## config.mk

```make
export PLATFORM = sky130hd
export DESIGN_NAME = mult_booth
export DESIGN_NICKNAME = d
export VERILOG_FILES = /design/src/rtl/mult_booth.sv
export SDC_FILE = /design/constraint.sdc
export NUM_CORES = 1
export LEC_CHECK = 0
export ABC_AREA = 0
export CAP_MARGIN = 0
export CORE_AREA = 2 2 184 186
export DETAILED_ROUTE_END_ITERATION = 8
export DIE_AREA = 0 0 186 188
export PLACE_DENSITY = 0.59
export SETUP_SLACK_MARGIN = 0.4
export SYNTH_ARGS = -nofsm -noshare
export SYNTH_HDL_FRONTEND = slang
export SYNTH_SLANG_ARGS = --single-unit
```

## constraint.sdc

```tcl
create_clock -name clk -period 8.83 [get_ports clk]
set_clock_uncertainty 0.1 [all_clocks]
set_input_delay 1.766 -clock clk [delete_from_list [all_inputs] [get_ports clk]]
set_output_delay 1.766 -clock clk [all_outputs]
set_load 0.02 [all_outputs]
```

## src/rtl/mult_booth.sv

```systemverilog
// mult_booth: sequential signed 32x32 radix-2 Booth multiplier, 33 steps, Hi/Lo result.
// Define MULT_UNSIGNED_EN to add the multUnsigned port (zero-extended operands for multu).
module mult_booth (
    input  logic        clk,
    input  logic        reset,
    input  logic        multStart,
`ifdef MULT_UNSIGNED_EN
    input  logic        multUnsigned,
`endif
    input  logic [31:0] A,
    input  logic [31:0] B,
    output logic        multBusy,
    output logic        multDone,
    output logic [31:0] Hi,
    output logic [31:0] Lo
);
    typedef enum logic {IDLE, RUN} state_t;
    state_t      state_q, state_d;
    logic [5:0]  cnt_q, cnt_d;
    logic [32:0] m_q, m_d, acc_q, acc_d, q_q, q_d, sum;
    logic        qm1_q, qm1_d, done_q, done_d, ext_a, ext_b;
    logic [31:0] hi_q, hi_d, lo_q, lo_d;
`ifdef MULT_UNSIGNED_EN
    assign ext_a = multUnsigned ? 1'b0 : A[31];
    assign ext_b = multUnsigned ? 1'b0 : B[31];
`else
    assign ext_a = A[31];
    assign ext_b = B[31];
`endif
    assign sum = ({q_q[0], qm1_q} == 2'b01) ? acc_q + m_q :
                 ({q_q[0], qm1_q} == 2'b10) ? acc_q - m_q : acc_q;
    always_comb begin
        state_d = state_q;
        cnt_d   = cnt_q;
        m_d     = m_q;
        acc_d   = acc_q;
        q_d     = q_q;
        qm1_d   = qm1_q;
        hi_d    = hi_q;
        lo_d    = lo_q;
        done_d  = 1'b0;
        if (state_q == IDLE) begin
            if (multStart) begin
                state_d = RUN;
                cnt_d   = 6'd33;
                m_d     = {ext_a, A};
                acc_d   = '0;
                q_d     = {ext_b, B};
                qm1_d   = 1'b0;
            end
        end else begin
            acc_d = {sum[32], sum[32:1]};
            q_d   = {sum[0], q_q[32:1]};
            qm1_d = q_q[0];
            cnt_d = cnt_q - 6'd1;
            if (cnt_q == 6'd1) begin
                state_d = IDLE;
                hi_d    = {acc_d[30:0], q_d[32]};
                lo_d    = q_d[31:0];
                done_d  = 1'b1;
            end
        end
    end
    always_ff @(posedge clk or negedge reset) begin
        if (!reset) begin
            state_q <= IDLE;
            cnt_q   <= '0;
            m_q     <= '0;
            acc_q   <= '0;
            q_q     <= '0;
            qm1_q   <= 1'b0;
            hi_q    <= '0;
            lo_q    <= '0;
            done_q  <= 1'b0;
        end else begin
            state_q <= state_d;
            cnt_q   <= cnt_d;
            m_q     <= m_d;
            acc_q   <= acc_d;
            q_q     <= q_d;
            qm1_q   <= qm1_d;
            hi_q    <= hi_d;
            lo_q    <= lo_d;
            done_q  <= done_d;
        end
    end
    assign multBusy = (state_q == RUN);
    assign multDone = done_q;
    assign Hi       = hi_q;
    assign Lo       = lo_q;
endmodule

```

Yosys cells after proc, flatten, opt, wreduce, memory -nomap -nowiden
Index checks and enable logic that the tools add are counted.

word-level totals
  register bits after elaboration = 171
  bits in latches = 0
  bits in writable memories = 0
  bits in read-only memories = 0
  bits of input ports = 67
  output and inout bits = 66
  logic and storage cells = 34
  memories kept = 0

cells by class
  add/subtract/negate cells = 3
  multiply operators = 0
  divide/modulo/power cells = 0
  magnitude comparators = 0
  equal/unequal tests = 3
  shifts and indexed selects = 0
  multiplexer cells = 15
  bitwise logic cells = 1
  reductions and logical operators = 3

operator list
  operator                                           number
  2-to-1 mux 33 bit                                  6
  adder 33 bit                                       1
  subtractor 33 bit                                  1
  2-to-1 mux 6 bit                                   2
  2-to-1 mux 1 bit                                   7
  == test 6 x 1 -> 1 bit (second input constant)     1
  subtractor 6 x 1 -> 6 bit (second input constant)  1
  AND reduction 2 bit                                2
  == test 2 x 1 -> 1 bit (second input constant)     1
  == test 2 bit (second input constant)              1
  nonzero test 2 bit                                 1
  inverter 1 bit                                     1

Logic depth before layout (Yosys ltp)
Gate-level depths: netlist of the first run.

  depth in word-level cells = 4
  depth in mapped cells = 13
  mapped depth without buffers = 13

Worst setup path before layout of the first run
OpenSTA, ideal clock, no wires.

  kind = input-to-reg
  start = input multStart
  end = register cnt_q[1]
  setup time = 0.141 ns
  arrival time = 2.913 ns
  data required time = 8.589 ns
  setup slack = 5.676 ns
  cell stages on the path = 4
  buffers on the path = 3
  cell sequence = clkbuf_1 clkbuf_1 buf_1 o22ai_1

on the way
  word-level cells in the longest chain between the ends = 1

RTL lines
  what                          line  RTL
  start: declaration            6     input logic multStart,
  nonzero test 2 bit (no line)  n/a
  end signal: assignment        77    cnt_q <= cnt_d;
  end: declaration              19    logic [5:0] cnt_q, cnt_d;

Every way passes these cells.
A chain may end at the register's enable or synchronous reset.

Worst setup path after layout of the first run
  start = register state_q (netlist: multBusy)
  end = output multBusy

RTL lines
  what                      line  RTL
  start: declaration        18    state_t state_q, state_d;
  start signal: assignment  76    state_q <= state_d;
  end: declaration          12    output logic multBusy,

No word-level cell between the ends.

==> results.txt, run 1 <==
----------------------------------------------------
[Global routing]
  Maximum number of pins on one net before global-route repair ... 111
  First-pass GRT wire length ... about 53000 um
  Number of global-route vias before repair ... approximately 9600
  Remaining global-route overflow ... 0
  Antenna violations before repair ... 0
  All-Layer GR Usage ... 0.194

[Route]
  Residual antenna-violating net count after detailed routing ... 0
  Count of unresolved DRC violations after routing ... 0
  Drt first-iter violations ... 772
  Number of iterations in the first detailed-routing pass ... 5
  Vias per Instance ... roughly 5.2
  DR vias ... roughly 9500
  Average wire length per cell after detail routing ... 18.1 um
  Total routed wirelength ... 33000 um

[Cells and area]
  Highest-count cells in the layout ignoring fill and taps ... sky130_fd_sc_hd__nand2_1 (243), sky130_fd_sc_hd__dfrtp_1 (169), sky130_fd_sc_hd__clkdlybuf4s50_1 (130)
  Share of cells above drive strength 1 ... 0.0786
  Number of diodes ... 0
  Filler cell count ... 3357
  Final std cells w/o fill ... 1822
  Total number of nets in the final design ... approximately 1500
  Total area of multi-input combinational cells ... 6200 um^2
  FF+latch area ... 4260 um^2
  Most common cell after layout, fill and taps aside ... sky130_fd_sc_hd__nand2_1
  Area growth from synthesis to layout ... 19.3%

[Synth]
  Number of flip-flops and latches in the synthesized netlist ... 170
  Share of flip-flops with an asynchronous set or reset after synthesis ... 1.00
  Proportion of synthesized area in mux cells ... 0.0586
  Simple-gate area share of the yosys netlist ... 0.170
  Number of synthesized flops with an enable pin ... 0
  Adder and majority gate portion of the synthesized area ... 0.0813
  Average size of a mapped cell ... 8.65 um^2
  Number of instances in the synthesized netlist ... 1284
  Combinational family with the most area after synthesis ... compound AO/OA/AOI/OAI gates
  Yosys warns ... 0
  Nets in the synthesized netlist ... 1422
  Number of unique standard cell types used by synthesis ... 83
  Top FF cell, synth ... sky130_fd_sc_hd__dfrtp_1
  Post-synthesis share of cell area spent on xor and xnor gates ... 0.0323
  Synthesized-area fraction occupied by ao, oa, aoi and oai cells ... 0.215
  Summed instance area of the synthesized netlist ... 11100 um^2
  Share of synthesized area occupied by flip-flops and latches ... 0.383

[Timing]
  F_max ... 0.235 GHz
  Aggregate negative setup slack ... 0 ps
  Final period utilization ... 0.483
  Slew @ Worst Pin ... 1060 ps
  Final hold violation count ... 0
  RSZ-0062 raised after global routing ... no
  Number of failing setup endpoints in the final timing report ... 0
  Max-Slew Margin vs Limit ... 0.292
  Final number of max-transition violations ... 0
  Final critical path time including I/O delays and setup ... 4260 ps

[Clock tree]
  Clock tree from TritonCTS ... done
  Number of buffers added for setup after CTS ... 0
  Number of hold-repair buffers added at the cts stage ... 0
  H-tree levels ... 4
  Number of clock buffers inserted by TritonCTS ... 17
  Cts repair resizes ... 0
  CTS max path bufs ... 2
  Clock input transition at the sequential cells of the worst setup and hold paths ... 70 ps
  Clock Root Buffer ... sky130_fd_sc_hd__clkbuf_16
  Clock latency at the later pin of the worst-skew pair ... 450 ps
  Clk sink count ... 170

[Setup path]
  Crit path max-delay family ... flip-flops
  Maximum single-stage delay on the critical path ... 1100 ps
  Critical path data arrival time ... 2400 ps
  Critical Path Start Type ... register
  Ordered cell list for the critical path ... clkdlybuf4s50_1
  Maximum net fanout on the critical path ... ~100
  Required @ worst endpoint ... about 7000 ps
  Element type at the critical path end ... primary output
  Number of buffer and inverter instances along the worst setup path ... 1
  Critical path class ... reg -> out
  Critical-path top delay cell ... sky130_fd_sc_hd__dfrtp_4

[Floorplanning]
  Core footprint ... 33100 um^2
  DIE AREA ... 35000 um^2
  Die boundary width ... around 190 um
  Die extent in y ... roughly 190 um
  Starting density of the core ... 0.336
  Number of I/O pins ... 133
  Num rows ... 67

[Place]
  Cell Count Post-Placement ... ~1800
  Sum of net half-perimeters after detailed placement ... between 20000 and 25000 um
  Number of buffer cells added on primary ports ... 132
  Final weighted congestion in routability-driven placement ... 0.924

[Job]
  Max-cap viol count ... 0

[Min path]
  Tightest Hold Check Type ... reg -> reg

[Run status]
  Outcome ... complete, no violations

----------------------------------------------------
[metrics by stage]
step | setup slack, ps | cell area (um^2) | hold slack [ps] | util
after floorplan | 5680 | 11100 | 347 | -
after global placement | 4280 | 12700 | 360 | 0.383
after detailed placement | 4230 | 12700 | 362 | 0.383
after CTS | 4550 | 13300 | 385 | 0.400
after global routing | 4430 | 13300 | 407 | 0.400
final | 4570 | 13300 | 378 | 0.400
[registers in the layout, indices dropped and copies added (netlist names)]
| register | count |
|---|---|
| q_q | 33 |
| Hi | 32 |
| Lo | 32 |
| acc_q | 32 |
| m_q | 32 |
| cnt_q | 6 |
| multBusy | 1 |
| multDone | 1 |
| qm1_q | 1 |
[kinds of logic after synthesis]
logic type / Yosys count
compound gates: 356
mux: 62
simple gates: 426
flops: 170
fa+ha+maj: 71
buf+inv: 158
xor+xnor: 41
[worst min-delay path, stage by stage (launching register included)]
cell	delay, ps
sky130_fd_sc_hd__dfrtp_1	340
sky130_fd_sc_hd__nand2_1	50
sky130_fd_sc_hd__nand2_1	50
[worst paths after layout]
path | slack (ps) | end | cells after the start | start
max in group asynchronous | 5810 | cnt_q[0] | 2 | reset
min | 380 | Lo[27] | 2 | Lo[27]
max | 4570 | multBusy | 1 | multBusy
max reg2reg | 4960 | Hi[8] | 7 | multBusy
min in group asynchronous | 1270 | Hi[11] | 1 | reset
min reg2reg | 380 | Lo[27] | 2 | Lo[27]
[layout make-up]
| class | instances | share of cell area |
|---|---|---|
| Clock buffer | 19 | 0.0334 |
| Inverter | 75 | 0.0212 |
| Timing Repair Buffer | 141 | 0.105 |
| Multi-Input combinational cell | 956 | 0.467 |
| Sequential cell | 170 | 0.321 |
| Tap cell | 448 | 0.0423 |
| Clock inverter | 13 | 0.0100 |
[synth_stat cells (all sizes together), types with 3 or more instances]
cell type / number / area [um^2]
a211oi: 15 / 118
a21boi: 5 / 37.5
a21o: 34 / 257
a21oi: 78 / 409
a221o: 5 / 50.1
a221oi: 11 / 115
a22oi: 8 / 60.1
a31o: 4 / 35.0
a31oi: 12 / 75.1
a41oi: 5 / 66.3
and2: 5 / 31.3
and3: 21 / 136
and4: 3 / 31.3
buf: 39 / 223
clkbuf: 44 / 165
dfrtp: 170 / 4250
ha: 69 / 863
inv: 74 / 278
mux2: 24 / 270
mux2i: 38 / 380
nand2: 243 / 912
nand2b: 9 / 56.3
nand3: 19 / 100
nand3b: 3 / 22.5
nand4: 7 / 43.8
nor2: 70 / 263
nor2b: 11 / 71.3
nor3: 21 / 116
nor4: 9 / 62.6
o211ai: 6 / 50.1
o21ai: 107 / 539
o21bai: 5 / 37.5
o221ai: 5 / 43.8
o22ai: 12 / 75.1
o31ai: 14 / 110
o32ai: 7 / 61.3
o41ai: 3 / 48.8
xnor2: 39 / 342
[routing by layer]
layer | part of all wire | GRT usage | up-vias
li1 | - | - | 4646
met1 | 0.47 | 0.267 | 4599
met2 | 0.45 | 0.306 | 245
met3 | 0.065 | 0.0470 | 33
met4 | 0.015 | 0.0469 | 0
met5 | 0 | 0 | -
Power of run 1 is not shown: default switching activity piles up to over one toggle a cycle in this logic, so the estimate is an artifact.
==> run 2, diff against run 1 <==
Settings changed: PLACE_DENSITY 0.59 to 0.61.
Clock period 8.83 ns to 3.8 ns, I/O delays scaled along.
==> results.txt, run 2 (same netlist as run 1, synthesis figures left out) <==
----------------------------------------------------
[Run status]
  Outcome ... complete, no violations (unchanged)

[Global routing]
  All-Layer GR Usage ... 0.199 (was 0.194)
  Remaining global-route overflow ... 0 (unchanged)
  Number of global-route vias before repair ... 9958 (was 9551)
  Maximum number of pins on one net before global-route repair ... 96 (was 111)
  Antenna violations before repair ... 2 (was 0)
  First-pass GRT wire length ... 54400 um (was 53300 um)

[Clock tree]
  CTS max path bufs ... 2 (unchanged)
  H-tree levels ... 4 (unchanged)
  Clk sink count ... 170 (unchanged)
  Clock tree from TritonCTS ... done (unchanged)
  Cts repair resizes ... 0 (unchanged)
  Number of hold-repair buffers added at the cts stage ... 0 (unchanged)
  Clock input transition at the sequential cells of the worst setup and hold paths ... 70 ps (about the same)
  Number of buffers added for setup after CTS ... 0 (unchanged)
  Clock Root Buffer ... sky130_fd_sc_hd__clkbuf_16 (unchanged)
  Number of clock buffers inserted by TritonCTS ... 17 (unchanged)
  Clock latency at the later pin of the worst-skew pair ... 450 ps (about the same)

[Timing]
  Max-Slew Margin vs Limit ... 0.338 (was 0.292)
  F_max ... 0.304 GHz
  Slew @ Worst Pin ... 989 ps (was 1060 ps)
  Final hold violation count ... 0 (unchanged)
  Final number of max-transition violations ... 0 (unchanged)
  RSZ-0062 raised after global routing ... yes (was no)
  Final critical path time including I/O delays and setup ... about 3300 ps
  Final period utilization ... 0.867
  Aggregate negative setup slack ... 0 ps (unchanged)
  Number of failing setup endpoints in the final timing report ... 0 (unchanged)

[Setup path]
  Reg2reg start ... m_q[0] (was multBusy)
  Maximum single-stage delay on the critical path ... 430 ps (was 1100 ps)
  Critical path class ... reg -> reg (was reg -> out)
  Critical Path Start Type ... register (unchanged)
  Critical path data arrival time ... 3520 ps (was 2400 ps)
  Required @ worst endpoint ... 4030 ps (was 6960 ps)
  Maximum net fanout on the critical path ... 4 (was 103)
  Crit path max-delay family ... compound AO/OA/AOI/OAI gates (was flip-flops)
  Element type at the critical path end ... register (was primary output)
  Number of buffer and inverter instances along the worst setup path ... 1 (unchanged)
  Ordered cell list for the critical path ... ha_1, inv_1, fa_1, o21ba_1, or4_4, nand3_2, a21oi_2, o31ai_4, a31oi_1, xnor2_1, o221ai_1, mux2_2 (was clkdlybuf4s50_1)
  Critical-path top delay cell ... sky130_fd_sc_hd__or4_4 (was sky130_fd_sc_hd__dfrtp_4)
  Worst setup startpoint ... m_q[0] (was multBusy)

[Cells and area]
  Highest-count cells in the layout ignoring fill and taps ... sky130_fd_sc_hd__nand2_1 (243), sky130_fd_sc_hd__dfrtp_1 (169), sky130_fd_sc_hd__clkdlybuf4s50_1 (130) (unchanged)
  Most flop-heavy register ... q_q (unchanged)
  Total number of nets in the final design ... 1513 (was 1499)
  Most common cell after layout, fill and taps aside ... sky130_fd_sc_hd__nand2_1 (unchanged)
  Share of cells above drive strength 1 ... 0.0944 (was 0.0786)
  Area growth from synthesis to layout ... 21.3% (was 19.3%)
  Post-route cell area ... 13500 um^2 (was 13300 um^2)
  Number of flip-flops in the largest register ... 33 (unchanged)

[Place]
  Number of buffer cells added on primary ports ... 132 (unchanged)
  Sum of net half-perimeters after detailed placement ... 23700 um (was 22500 um)
  Final weighted congestion in routability-driven placement ... 0.913 (was 0.924)
  Post-place instance area ... 12800 um^2 (was 12700 um^2)

[Floorplanning]
  DIE AREA ... 35000 um^2 (unchanged)
  Die extent in y ... 188 um (unchanged)
  Die boundary width ... 186 um (unchanged)
  Num rows ... 67 (unchanged)
  Starting density of the core ... 0.336 (unchanged)
  Number of I/O pins ... 133 (unchanged)
  Core footprint ... 33100 um^2 (unchanged)

[Route]
  Residual antenna-violating net count after detailed routing ... 0 (unchanged)
  Total routed wirelength ... 34000 um (was 33000 um)
  Vias per Instance ... 5.26 (was 5.23)
  Count of unresolved DRC violations after routing ... 0 (unchanged)
  DR vias ... 9658 (was 9523)
  Average wire length per cell after detail routing ... 18.5 um (was 18.1 um)
  Drt first-iter violations ... 601 (was 772)
  Number of iterations in the first detailed-routing pass ... 5 (unchanged)

[Job]
  Max-cap viol count ... 0 (unchanged)

[Min path]
  Tightest Hold Check Type ... in -> async (was reg -> reg)

----------------------------------------------------
==> run 2: cell count changes in the layout (fill, tap and decap cells not counted), moves of 2 or more <==
| cell | before | now |
|---|---|---|
| sky130_fd_sc_hd__ha_1 | 68 | 63 |
| sky130_fd_sc_hd__clkinv_4 | 3 | 1 |
| sky130_fd_sc_hd__clkinvlp_4 | 3 | 1 |
| sky130_fd_sc_hd__buf_4 | 9 | 21 |
| sky130_fd_sc_hd__ha_2 | 1 | 6 |
| sky130_fd_sc_hd__buf_12 | 0 | 2 |
==> run 2: stage by stage <==
stage / util / setup WS [ps] / hold slack, ps / cells
floorplan: - / 936 / 347 / 1284
global placement: 0.387 / 540 / 357 / 1804
detailed placement: 0.387 / 499 / 361 / 1804
CTS: 0.405 / 465 / 359 / 1836
global route: 0.407 / 368 / 339 / 1836
finish: 0.407 / 506 / 255 / 1837
==> run 2: worst reg2reg max path, cell delays in order (launching register included) <==
cell and delay [ps]:
sky130_fd_sc_hd__dfrtp_1 400, sky130_fd_sc_hd__ha_1 180, sky130_fd_sc_hd__inv_1 60, sky130_fd_sc_hd__fa_1 410, sky130_fd_sc_hd__o21ba_1 210, sky130_fd_sc_hd__or4_4 430, sky130_fd_sc_hd__nand3_2 130, sky130_fd_sc_hd__a21oi_2 120
sky130_fd_sc_hd__o31ai_4 240, sky130_fd_sc_hd__a31oi_1 140, sky130_fd_sc_hd__xnor2_1 230, sky130_fd_sc_hd__o221ai_1 210, sky130_fd_sc_hd__mux2_2 330
==> run 2: layout make-up <==
type	instances	area [um^2]
fillers	3351	19600
multi-input cells	956	6260
flip-flops and latches	170	4260
repair buffers	155	1520
well taps	448	561
clock buffers	19	443
inverters	75	282
clock inverters	13	155
diodes	1	2.50
==> run 2: final timing paths <==
kind	slack (ps)	to	cells after the start
max in group asynchronous	2380	Lo[22]	2
max	510	Hi[18]	12
min in group clk	380	Lo[5]	2
max reg2reg	510	Hi[18]	12
min reg2reg	380	Lo[5]	2
min	250	Hi[11]	1
==> run 2: layer usage <==
| layer | GRT usage | share of wire | vias to the layer above |
|---|---|---|---|
| li1 | - | - | 4655 |
| met3 | 0.0592 | 0.075 | 54 |
| met4 | 0.0663 | 0.025 | 0 |
| met1 | 0.261 | 0.45 | 4652 |
| met5 | 0 | 0 | - |
| met2 | 0.312 | 0.45 | 297 |
Power of run 2 is left out for the same reason.
==> run 3, diff against run 2 <==
Settings changed: PLACE_DENSITY 0.61 to 0.6.
==> results.txt, run 3 (same netlist as run 1, synthesis figures left out) <==
----------------------------------------------------
[Clock tree]
  Clk sink count ... 170 (unchanged)
  Number of clock buffers inserted by TritonCTS ... 17 (unchanged)
  Clock tree from TritonCTS ... done (unchanged)
  Clock Root Buffer ... sky130_fd_sc_hd__clkbuf_16 (unchanged)
  CTS max path bufs ... 2 (unchanged)
  H-tree levels ... 4 (unchanged)
  Clock input transition at the sequential cells of the worst setup and hold paths ... 70 ps (about the same)
  Clock latency at the later pin of the worst-skew pair ... 450 ps (about the same)
  Number of hold-repair buffers added at the cts stage ... 0 (unchanged)

[Cells and area]
  Share of cells above drive strength 1 ... 0.0950 (was 0.0944)
  Most common cell after layout, fill and taps aside ... sky130_fd_sc_hd__nand2_1 (unchanged)
  Filler cell count ... 3362 (was 3351)
  Total number of nets in the final design ... 1515 (was 1513)
  Most flop-heavy register ... q_q (unchanged)
  Highest-count cells in the layout ignoring fill and taps ... sky130_fd_sc_hd__nand2_1 (243), sky130_fd_sc_hd__dfrtp_1 (169), sky130_fd_sc_hd__clkdlybuf4s50_1 (130) (unchanged)
  Area growth from synthesis to layout ... 21.5% (was 21.3%)
  Number of flip-flops in the largest register ... 33 (unchanged)

[Floorplanning]
  Core footprint ... 33100 um^2 (unchanged)
  DIE AREA ... 35000 um^2 (unchanged)
  Num rows ... 67 (unchanged)
  Number of I/O pins ... 133 (unchanged)
  Die boundary width ... 186 um (unchanged)
  Starting density of the core ... 0.336 (unchanged)
  Die extent in y ... 188 um (unchanged)

[Timing]
  Aggregate negative setup slack ... 0 ps (unchanged)
  Final hold violation count ... 0 (unchanged)
  RSZ-0062 raised after global routing ... yes (unchanged)
  Final critical path time including I/O delays and setup ... 3260 ps (was 3290 ps)
  Final number of max-transition violations ... 0 (unchanged)
  Setup ws final ... 544 ps (was 506 ps)
  Slew @ Worst Pin ... 941 ps (was 989 ps)
  Number of failing setup endpoints in the final timing report ... 0 (unchanged)
  Final period utilization ... 0.857 (was 0.867)
  Max-Slew Margin vs Limit ... 0.373 (was 0.338)
  F_max ... 0.307 GHz (was 0.304 GHz)

[Setup path]
  Reg2reg start ... m_q[0] (unchanged)
  Critical-path top delay cell ... sky130_fd_sc_hd__or4_4 (unchanged)
  Ordered cell list for the critical path ... ha_1, inv_1, fa_2, o21ba_1, or4_4, nand3_2, a21oi_2, o31ai_4, a31oi_1, xnor2_1, o221ai_2, mux2_2 (was ha_1, inv_1, fa_1, o21ba_1, or4_4, nand3_2, a21oi_2, o31ai_4, a31oi_1, xnor2_1, o221ai_1, mux2_2)
  Number of buffer and inverter instances along the worst setup path ... 1 (unchanged)
  Crit path max-delay family ... compound AO/OA/AOI/OAI gates (unchanged)
  Required @ worst endpoint ... 4030 ps (about the same)
  Critical Path Start Type ... register (unchanged)
  Maximum single-stage delay on the critical path ... 430 ps (about the same)
  Maximum net fanout on the critical path ... 4 (unchanged)
  End of the worst register-to-register path ... Hi[18] (unchanged)
  Critical path class ... reg -> reg (unchanged)
  Logic depth of the worst setup path including buffers ... 12 (unchanged)
  Critical path data arrival time ... 3480 ps (was 3520 ps)
  Slack of the worst reg-to-reg path ... 540 ps (was 510 ps)
  R2R cell count ... 12 (unchanged)
  Element type at the critical path end ... register (unchanged)

[Place]
  Setup WS pre-CTS ... 461 ps (was 499 ps)
  Sum of net half-perimeters after detailed placement ... 23900 um (was 23700 um)
  Final weighted congestion in routability-driven placement ... 0.964 (was 0.913)
  Number of buffer cells added on primary ports ... 132 (unchanged)

[Route]
  Average wire length per cell after detail routing ... 18.2 um (was 18.5 um)
  Vias per Instance ... 5.21 (was 5.26)
  DR vias ... 9572 (was 9658)
  Total routed wirelength ... 33500 um (was 34000 um)
  Drt first-iter violations ... 716 (was 601)
  Number of iterations in the first detailed-routing pass ... 5 (unchanged)
  Count of unresolved DRC violations after routing ... 0 (unchanged)
  Residual antenna-violating net count after detailed routing ... 0 (unchanged)

[Global routing]
  Number of global-route vias before repair ... 9753 (was 9958)
  Remaining global-route overflow ... 0 (unchanged)
  All-Layer GR Usage ... 0.200 (was 0.199)
  First-pass GRT wire length ... 54400 um (about the same)
  Maximum number of pins on one net before global-route repair ... 70 (was 96)
  Antenna violations before repair ... 1 (was 2)

[Run status]
  Outcome ... complete, no violations (unchanged)

[Job]
  Max-cap viol count ... 0 (unchanged)

[Min path]
  Tightest Hold Check Type ... in -> async (unchanged)

----------------------------------------------------
run 3: worst max path at each step:
stage	end	from
floorplan	Hi[24]	acc_q[0]
global placement	Hi[18]	m_q[0]
detailed placement	Hi[18]	m_q[0]
CTS	Hi[18]	m_q[0]
global route	acc_q[29]	acc_q[0]
finish	Hi[18]	m_q[0]
run 3: repair_timing:
action	4_1_cts	5_1_grt
endpoints found under the setup margin	0	14
gates resized for setup	0	11
buffers inserted	0	1
run 3: layer usage:
metal  part of all wire  wire length [um]  global-route usage
met5                  0                 0                   0
met4              0.019               633              0.0588
met3              0.072              2420              0.0569
met2               0.46             15400               0.318
met1               0.45             15100               0.263
run 3: final cells by class:
cell class,count,area (um^2),area share
Antenna cell,1,2.50,0.000185
Inverter,75,282,0.0209
Clock inverter,14,176,0.0131
Timing Repair Buffer,157,1520,0.113
Multi-Input combinational cell,956,6270,0.464
Sequential cell,170,4260,0.315
Clock buffer,18,429,0.0318
Tap cell,448,561,0.0415
run 3: worst reg2reg max path: stages, from the launching register on:
cell and delay [ps]:
sky130_fd_sc_hd__dfrtp_1 410, sky130_fd_sc_hd__ha_1 190, sky130_fd_sc_hd__inv_1 60, sky130_fd_sc_hd__fa_2 370, sky130_fd_sc_hd__o21ba_1 210, sky130_fd_sc_hd__or4_4 430
sky130_fd_sc_hd__nand3_2 130, sky130_fd_sc_hd__a21oi_2 130, sky130_fd_sc_hd__o31ai_4 300, sky130_fd_sc_hd__a31oi_1 150, sky130_fd_sc_hd__xnor2_1 240, sky130_fd_sc_hd__o221ai_2 150
sky130_fd_sc_hd__mux2_2 280
run 3: per-stage QoR:
| stage | instance area (um^2) | instances | util | hold WS (ps) |
|---|---|---|---|---|
| after floorplan | 11100 | 1284 | - | 347 |
| after global placement | 12800 | 1805 | 0.387 | 360 |
| after detailed placement | 12800 | 1805 | 0.387 | 361 |
| after CTS | 13400 | 1837 | 0.405 | 235 |
| after global routing | 13500 | 1838 | 0.408 | 255 |
| final | 13500 | 1839 | 0.408 | 212 |
Power of run 3 is left out for the same reason.
